File: config.mk
export PLATFORM = sky130hd
export DESIGN_NAME = multdiv_issue
export DESIGN_NICKNAME = d
export VERILOG_FILES = /design/src/rtl/multdiv_issue.sv
export SDC_FILE = /design/constraint.sdc
export NUM_CORES = 1
export LEC_CHECK = 0
export ABC_AREA = 1
export CORE_MARGIN = 1
export CORE_UTILIZATION = 44
export DETAILED_ROUTE_END_ITERATION = 10
export PLACE_DENSITY_LB_ADDON = 0.3
export SLEW_MARGIN = 10
export SYNTH_ARGS = -nofsm -noshare
export SYNTH_HDL_FRONTEND = slang
export SYNTH_SLANG_ARGS = --single-unit
File: constraint.sdc
create_clock -name clk -period 4.5 [get_ports clk]
set_clock_uncertainty 0.05 [all_clocks]
set_input_delay 1.125 -clock clk [delete_from_list [all_inputs] [get_ports clk]]
set_output_delay 1.125 -clock clk [all_outputs]
set_load 0.05 [all_outputs]
File: src/rtl/multdiv_issue.sv
// Issue/collect stage between the execute pipeline and the multiplier/divider units.
// Optional macro MULTDIV_FASTPATH_EN resolves trivial operands in IDLE without starting a unit.
module multdiv_issue #(
  parameter int TIMEOUT  = 40,
  parameter int MASK_CYC = 2
) (
  input  logic        clk,
  input  logic        nrst,
  input  logic        req_valid,
  input  logic        req_is_div,
  input  logic [31:0] req_a,
  input  logic [31:0] req_b,
  output logic        req_ready,
  output logic        ctrl_MULT,
  output logic        ctrl_DIV,
  output logic [31:0] unit_a,
  output logic [31:0] unit_b,
  input  logic [31:0] mult_result,
  input  logic        mult_exc,
  input  logic        mult_rdy,
  input  logic [31:0] div_result,
  input  logic        div_exc,
  input  logic        div_rdy,
  output logic        out_valid,
  output logic [31:0] out_result,
  output logic        out_exc,
  input  logic        out_ready,
  output logic        busy
);

  localparam int CNT_W = $clog2(TIMEOUT) + 1;
  localparam logic [CNT_W-1:0] CNT_MAX  = '1;
  localparam logic [CNT_W-1:0] CNT_MASK = CNT_W'(MASK_CYC);
  localparam logic [CNT_W-1:0] CNT_LAST = CNT_W'(TIMEOUT - 1);

  typedef enum logic [1:0] {
    S_IDLE,
    S_LAUNCH,
    S_WAIT,
    S_DONE
  } state_t;

  state_t             r_state;
  state_t             w_state_nxt;
  logic [31:0]        r_a;
  logic [31:0]        r_b;
  logic               r_is_div;
  logic [CNT_W-1:0]   r_cnt;
  logic [31:0]        r_result;
  logic               r_exc;

  logic [31:0]        w_a_nxt;
  logic [31:0]        w_b_nxt;
  logic               w_is_div_nxt;
  logic [CNT_W-1:0]   w_cnt_nxt;
  logic [31:0]        w_result_nxt;
  logic               w_exc_nxt;

  logic               w_sel_rdy;
  logic [31:0]        w_sel_result;
  logic               w_sel_exc;
  logic               w_qual_rdy;

  logic               w_fast_hit;
  logic [31:0]        w_fast_result;
  logic               w_fast_exc;

  // Only the unit that was started is ever listened to.
  assign w_sel_rdy    = r_is_div ? div_rdy    : mult_rdy;
  assign w_sel_result = r_is_div ? div_result : mult_result;
  assign w_sel_exc    = r_is_div ? div_exc    : mult_exc;
  assign w_qual_rdy   = w_sel_rdy && (r_cnt >= CNT_MASK);

`ifdef MULTDIV_FASTPATH_EN
  always_comb begin
    w_fast_hit    = 1'b0;
    w_fast_result = 32'd0;
    w_fast_exc    = 1'b0;
    if (req_is_div) begin
      if (req_b == 32'd0) begin
        w_fast_hit = 1'b1;
        w_fast_exc = 1'b1;
      end else if (req_b == 32'd1) begin
        w_fast_hit    = 1'b1;
        w_fast_result = req_a;
      end
    end else begin
      if ((req_a == 32'd0) || (req_b == 32'd0)) begin
        w_fast_hit = 1'b1;
      end else if (req_b == 32'd1) begin
        w_fast_hit    = 1'b1;
        w_fast_result = req_a;
      end
    end
  end
`else
  assign w_fast_hit    = 1'b0;
  assign w_fast_result = 32'd0;
  assign w_fast_exc    = 1'b0;
`endif

  // NOTE: every output of this block gets a default first, so no path can infer a latch.
  always_comb begin
    w_state_nxt  = r_state;
    w_a_nxt      = r_a;
    w_b_nxt      = r_b;
    w_is_div_nxt = r_is_div;
    w_cnt_nxt    = r_cnt;
    w_result_nxt = r_result;
    w_exc_nxt    = r_exc;

    unique case (r_state)
      S_IDLE: begin
        if (req_valid) begin
          w_a_nxt      = req_a;
          w_b_nxt      = req_b;
          w_is_div_nxt = req_is_div;
          if (w_fast_hit) begin
            w_result_nxt = w_fast_result;
            w_exc_nxt    = w_fast_exc;
            w_state_nxt  = S_DONE;
          end else begin
            w_state_nxt = S_LAUNCH;
          end
        end
      end

      S_LAUNCH: begin
        w_cnt_nxt   = '0;
        w_state_nxt = S_WAIT;
      end

      S_WAIT: begin
        if (r_cnt != CNT_MAX) begin
          w_cnt_nxt = r_cnt + CNT_W'(1);
        end
        // A real result arriving on the last allowed cycle beats the timeout.
        if (w_qual_rdy) begin
          w_result_nxt = w_sel_result;
          w_exc_nxt    = w_sel_exc;
          w_state_nxt  = S_DONE;
        end else if (r_cnt >= CNT_LAST) begin
          w_result_nxt = 32'd0;
          w_exc_nxt    = 1'b1;
          w_state_nxt  = S_DONE;
        end
      end

      S_DONE: begin
        if (out_ready) begin
          w_state_nxt = S_IDLE;
        end
      end

      default: begin
        w_state_nxt = S_IDLE;
      end
    endcase
  end

  // NOTE: state registers use non-blocking assignments so every flop samples pre-edge values.
  always_ff @(posedge clk or negedge nrst) begin
    if (!nrst) begin
      r_state  <= S_IDLE;
      r_a      <= 32'd0;
      r_b      <= 32'd0;
      r_is_div <= 1'b0;
      r_cnt    <= '0;
      r_result <= 32'd0;
      r_exc    <= 1'b0;
    end else begin
      r_state  <= w_state_nxt;
      r_a      <= w_a_nxt;
      r_b      <= w_b_nxt;
      r_is_div <= w_is_div_nxt;
      r_cnt    <= w_cnt_nxt;
      r_result <= w_result_nxt;
      r_exc    <= w_exc_nxt;
    end
  end

  assign req_ready  = (r_state == S_IDLE);
  assign busy       = (r_state != S_IDLE);
  assign ctrl_MULT  = (r_state == S_LAUNCH) && !r_is_div;
  assign ctrl_DIV   = (r_state == S_LAUNCH) &&  r_is_div;
  assign unit_a     = r_a;
  assign unit_b     = r_b;
  assign out_valid  = (r_state == S_DONE);
  assign out_result = r_result;
  assign out_exc    = r_exc;

endmodule

-- Word level (Yosys, flattened, before mapping)
Index checks and enable logic that the tools add are counted.
- $add $sub $neg: 1
- order comparisons: 2
- equality and inequality tests: 8
- muxes and demuxes: 14
- reductions and logical operators: 12
- operators by type and width (operator ; number):
    32-bit two-way mux ; 3
    7-bit one-hot mux with 2 select lines ; 1
    2-bit two-way mux ; 4
    2-bit one-hot mux with 4 select lines ; 1
    7-bit by 1-bit adder with 7-bit output (second input constant) ; 1
    7-bit by 2-bit >= comparator with 1-bit output (second input constant) ; 1
    7-bit by 6-bit >= comparator with 1-bit output (second input constant) ; 1
    7-bit two-way mux ; 1
    7-bit != test (second input constant) ; 1
    2-bit AND reduction ; 3
    2-bit nonzero test ; 3
    2-bit == test (second input constant) ; 2
    1-bit two-way mux ; 4
    2-bit != test (second input constant) ; 2
    1-bit logical AND ; 3
    3-bit != test (second input constant) ; 1
    3-bit AND reduction ; 1
    2-bit by 1-bit == test with 1-bit output (second input constant) ; 1
    2-bit zero test ; 1
    2-bit by 1-bit != test with 1-bit output (second input constant) ; 1
    1-bit zero test ; 1
- bits in registers: 107
- input bits: 137
- output and inout bits: 102
- logic and storage cells: 44

-- Logic depth before layout (Yosys ltp)
- depth after elaboration: 4
- mapped depth: 11
- depth with buffers taken out: 11

-- Worst setup path after synthesis
No wires, ideal clock.
- path type: register -> output
- start point: register r_is_div
- end point: output ctrl_MULT
- data arrival time: 1358 ps
- required time: 3325 ps
- path slack: 1967 ps
- cell stages (with the launch flop): 4
- path buffers: 2
- cells stage by stage: dfrtp_1 -> buf_6 -> buf_4 -> nor2_1
- cells in the longest elaborated chain, start to end: 2
- ends and longest elaborated chain (what ; RTL line ; text):
    from (decl) ; 47 ; logic r_is_div;
    from (signal assigned) ; 175 ; r_is_div <= w_is_div_nxt;
    1-bit zero test ; 184 ; assign ctrl_MULT = (r_state == S_LAUNCH) && !r_is_div;
    1-bit logical AND ; 184 ;
    to (decl) ; 14 ; output logic ctrl_MULT,
No other way between the ends.

-- Worst setup path in the final report
- start point: register r_state[0]
- end point: output busy
- cells in the longest elaborated chain, start to end: 1
- ends and longest elaborated chain (what ; RTL line ; text):
    from (decl) ; 43 ; state_t r_state;
    from (signal assigned) ; 172 ; r_state <= w_state_nxt;
    2-bit nonzero test ; 183 ; assign busy = (r_state != S_IDLE);
    to (decl) ; 28 ; output logic busy
No other way between the ends.

==> results.env <==
STATUS='completed'
POST-PLACE-WS_PS=1160
SYN_AREA_SQ_UM=5010
ROUTED-VIA-COUNT=3803
SETUP_TNS_PS=0
INITIAL_CORE_UTIL_PCT=45.6
DIE_HEIGHT_UM=109
PERIOD_NEEDED_PS=3170
DR.FIRST_ITER.DRC_COUNT=146
WIRE_PER_INST_UM=16.0
WORSTPATHREQUIRED_PS=3320
HOLD_SLACK_PS=438
CTS.CLK_SLEW.WORST_PATHS_PS=70
FIRST_GLOBAL_VIAS=4007
FINALNETCOUNT=783
SLEW-LIMIT-HEADROOM_PCT=28.9
SEQ_AREA_FRAC_SYNTH_PCT=53.5
FIRST_PASS_GRT_WIRE_LENGTH_UM=19300
CRIT_CHAIN='inv_1, ha_1, inv_1, clkdlybuf4s50_1'
PATH_CLASS='flip-flop to output pin'
POWER.DENSITY_CELL_AREA_nW_PER_UM2=849
PEAKVDDDROP_mV=0.533
CTS_HOLD_BUFFERS=0
SYN_AREA_PER_CELL_SQ_UM=12.2
CELL_LEAKAGE_POWER_nW=3.32
ROUTE.DETAILED.DRC=0
NUMBER_OF_DIFFERENT_LIBRARY_CELLS_IN_THE_POST_SYNTHESIS_NETLIST=30
FINAL.PERIOD_UTILIZATION_PCT=70.5
YS_WARN_COUNT=0
ROOT_BUFFER='sky130_fd_sc_hd__clkbuf_16'
FLOORPLAN.DIE_AREA_SQ_UM=11800
AREA.SEQUENTIAL_SQ_UM=2680
NUMBER_OF_FILLERS_IN_THE_FINAL_LAYOUT=822
OVERFLOW=0
POSTROUTEANTENNANETS=0
PLACE.DETAILED.HPWL_UM=9330
CRIT_PATH_MAX_FANOUT=4
CRITPATHBUFINV=3
MAXIMUM_NUMBER_OF_PINS_ON_ONE_NET_BEFORE_GLOBAL_ROUTE_REPAIR=85
CTS.REPAIR_TIMING.SETUP_BUFFER_COUNT=0
PLACEABLECOREAREA_SQ_UM=11000
CTS-ROOT-TO-SINK-BUFFERS=2
ASYNCSETRESETFLOPFRACSYNTH_PCT=100
ANTENNADIODECOUNT=0
CELL_FAMILY_CONTRIBUTING_THE_MOST_DELAY_ON_THE_CRITICAL_PATH='buffers and inverters'
WORST-SLEW-PIN-TRANSITION_PS=1070
SYNTH-EDFF-COUNT=0
SYNTH-SEQ-CELLS=107
REPORT.FINAL.SETUP_VIOL=0
END_KIND='output pin'
GRT.TOTAL_USAGE_PCT=21.6
BOUNDARYPINS=239
CP.ARRIVAL_PS=2000
HOLD_PATH.CLASS='flip-flop to flip-flop'
POST_ROUTE_CELLS_DRIVE_ABOVE_1_SHARE_PCT=26.7
DRV.MAX_CAP_VIOLATION_COUNT=0
CTS-HTREE-LEVELS=3
RSZ0062_AT_GRT='no'
FINALWIRELENGTH_UM=12600
CLK-INSERTION-DELAY-LATE_PS=340
PORTBUFFERS=238
TIMING.CRITICAL_PATH.SLOWEST_CELL_DELAY_PS=810
POST_SYNTHESIS_NET_COUNT=553
POST_CTS_RESIZED=0
SYNTHESIS.INSTANCES=410
STARTPOINT_TYPE='flip-flop'
CTS_TREE='yes'
POST-LAYOUT-TOTAL-POWER_mW=6.55
REPORT.FINAL.SLEW_VIOL_COUNT=0
GP_ROUTABILITY_CONGESTION=0.851
DETAILEDROUTE.FIRSTPASSITERATIONCOUNT=4
SYNTH_TOP_FLOP_CELL='sky130_fd_sc_hd__dfrtp_1'
FINAL-HOLD-VIOLATION-COUNT=0
PLACEMENT_ROWS=38
CTS_MADE_BUFFERS=9
VIA_DENSITY=4.84
CRITICAL-PATH-TOP-CELL-BY-COUNT='sky130_fd_sc_hd__inv_1'
AREA_GROWTH_PCT=54.3
CRITICAL_PATH_S_SLOWEST_CELL='sky130_fd_sc_hd__clkdlybuf4s50_1'
FMAXACHIEVABLE_GHz=0.315
INITIAL_ANTENNA_VIOLATION_COUNT=0
MULTI_INPUT_COMBINATIONAL_CELL_AREA_SQ_UM=2090
DIEWIDTH_UM=109
SINK_COUNT=107
CRIT_PATH_SETUP_SLACK_LAYOUT_PS=1330
-- per-stage QoR --
stage	util [%]	std cells	area, sq um
CTS	70.3	785	7720
global placement	67.6	769	7420
floorplan	-	410	5010
finish	70.3	785	7720
global route	70.3	785	7720
detailed placement	67.6	769	7420
-- path summary, 6_finish.rpt --
kind / start / end / slack [ps] / depth (start not counted)
min in group asynchronous: nrst / unit_b[10] / 920 / 1
worst min-delay path: out_result[26] / out_result[26] / 440 / 2
worst max register to register: r_cnt[0] / out_result[3] / 1730 / 8
worst min register to register: out_result[26] / out_result[26] / 440 / 2
worst max-delay path: r_state[0] / busy / 1330 / 4
max in group asynchronous: nrst / unit_a[5] / 2530 / 2
-- Yosys cell counts (3+ instances only) --
| master | count | area [sq um] |
|---|---|---|
| sky130_fd_sc_hd__o21ai_2 | 27 | 236 |
| sky130_fd_sc_hd__nand2_2 | 22 | 138 |
| sky130_fd_sc_hd__or2_2 | 31 | 194 |
| sky130_fd_sc_hd__o21ai_0 | 7 | 35.0 |
| sky130_fd_sc_hd__mux2i_1 | 32 | 320 |
| sky130_fd_sc_hd__nand2_1 | 39 | 146 |
| sky130_fd_sc_hd__clkbuf_1 | 4 | 15.0 |
| sky130_fd_sc_hd__inv_1 | 20 | 75.1 |
| sky130_fd_sc_hd__mux2_2 | 66 | 743 |
| sky130_fd_sc_hd__dfrtp_1 | 107 | 2680 |
| sky130_fd_sc_hd__nor2_1 | 7 | 26.3 |
| sky130_fd_sc_hd__buf_2 | 8 | 40.0 |
| sky130_fd_sc_hd__o21ai_1 | 3 | 15.0 |
| sky130_fd_sc_hd__buf_6 | 3 | 33.8 |
| sky130_fd_sc_hd__nand3_1 | 7 | 35.0 |
| sky130_fd_sc_hd__ha_1 | 6 | 75.1 |
| sky130_fd_sc_hd__buf_4 | 3 | 22.5 |
-- worst register-to-register path, stage by stage (launching register included) --
cell and delay, ps:
sky130_fd_sc_hd__dfrtp_1 450, sky130_fd_sc_hd__inv_1 70, sky130_fd_sc_hd__ha_1 190, sky130_fd_sc_hd__nor2_1 80, sky130_fd_sc_hd__nand2_1 90, sky130_fd_sc_hd__o21ai_4 570, sky130_fd_sc_hd__nand3_2 180, sky130_fd_sc_hd__nand2_4 710
sky130_fd_sc_hd__o21ai_0 210
-- state kept, by name (all words and copies together), names as in the netlist --
register / count
out_exc: 1
out_result: 32
r_cnt: 7
r_is_div: 1
r_state: 2
unit_a: 32
unit_b: 32
-- power breakdown --
group	switching (mW)	internal, mW	total [mW]
logic	2.55	1.49	4.04
registers	0.277	1.44	1.71
clock network	0.362	0.439	0.801
-- layer usage --
layer / GRT usage [%] / routed length (um) / up-vias
met1: 23.3 / 4720 / 1824
met4: 8.49 / 243 / 0
li1: - / - / 1823
met3: 5.74 / 918 / 15
met5: 0 / 0 / -
met2: 39.8 / 6690 / 141
-- kinds of logic (layout without fill, tap and decap cells) --
logic type | after synthesis | after routing | synth area share, %
mux | 98 | 98 | 21.2
buf+inv | 42 | 277 | 4.92
xor+xnor | 1 | 1 | 0.175
fa+ha+maj | 6 | 6 | 1.50
simple gates | 112 | 112 | 11.7
flops | 107 | 107 | 53.5
compound gates | 44 | 44 | 6.97
-- final cells by class --
| cell class | count | share of cell area [%] |
|---|---|---|
| multi-input combinational | 261 | 27.1 |
| clock inverter | 6 | 0.940 |
| sequential | 107 | 34.7 |
| inverter | 20 | 0.972 |
| clock buffer | 10 | 2.97 |
| tap | 140 | 2.27 |
| timing repair buffer | 241 | 31.1 |
-- cell usage in the layout, fill, tap and decap left out --
master,netlist,final
sky130_fd_sc_hd__clkbuf_16,0,9
sky130_fd_sc_hd__or2_2,31,31
sky130_fd_sc_hd__buf_4,3,4
sky130_fd_sc_hd__bufinv_16,0,1
sky130_fd_sc_hd__ha_1,6,6
sky130_fd_sc_hd__o21ai_4,2,2
sky130_fd_sc_hd__clkbuf_1,4,1
sky130_fd_sc_hd__nand4_1,2,2
sky130_fd_sc_hd__a21oi_1,2,2
sky130_fd_sc_hd__inv_1,20,20
sky130_fd_sc_hd__mux2_2,66,66
sky130_fd_sc_hd__nor2_4,1,1
sky130_fd_sc_hd__o22ai_1,2,2
sky130_fd_sc_hd__dfrtp_1,107,106
sky130_fd_sc_hd__mux2i_1,32,32
sky130_fd_sc_hd__xor2_1,1,1
sky130_fd_sc_hd__nand2_2,22,22
sky130_fd_sc_hd__clkdlybuf4s50_1,0,237
sky130_fd_sc_hd__nand3_2,1,1
sky130_fd_sc_hd__nor2_1,7,7
sky130_fd_sc_hd__clkinv_2,0,1
sky130_fd_sc_hd__nand2_1,39,38
sky130_fd_sc_hd__o21ai_2,27,27
sky130_fd_sc_hd__inv_8,0,1
sky130_fd_sc_hd__nor2_2,1,1
sky130_fd_sc_hd__o21ai_0,7,7
sky130_fd_sc_hd__nand3_1,7,7
sky130_fd_sc_hd__or2_0,1,1
sky130_fd_sc_hd__o21ai_1,3,3
sky130_fd_sc_hd__dfrtp_2,0,1
sky130_fd_sc_hd__inv_6,0,1
sky130_fd_sc_hd__o211ai_1,1,1
sky130_fd_sc_hd__nand2_4,0,1
sky130_fd_sc_hd__clkinv_4,0,2
Power figures use the tool's default switching activity.
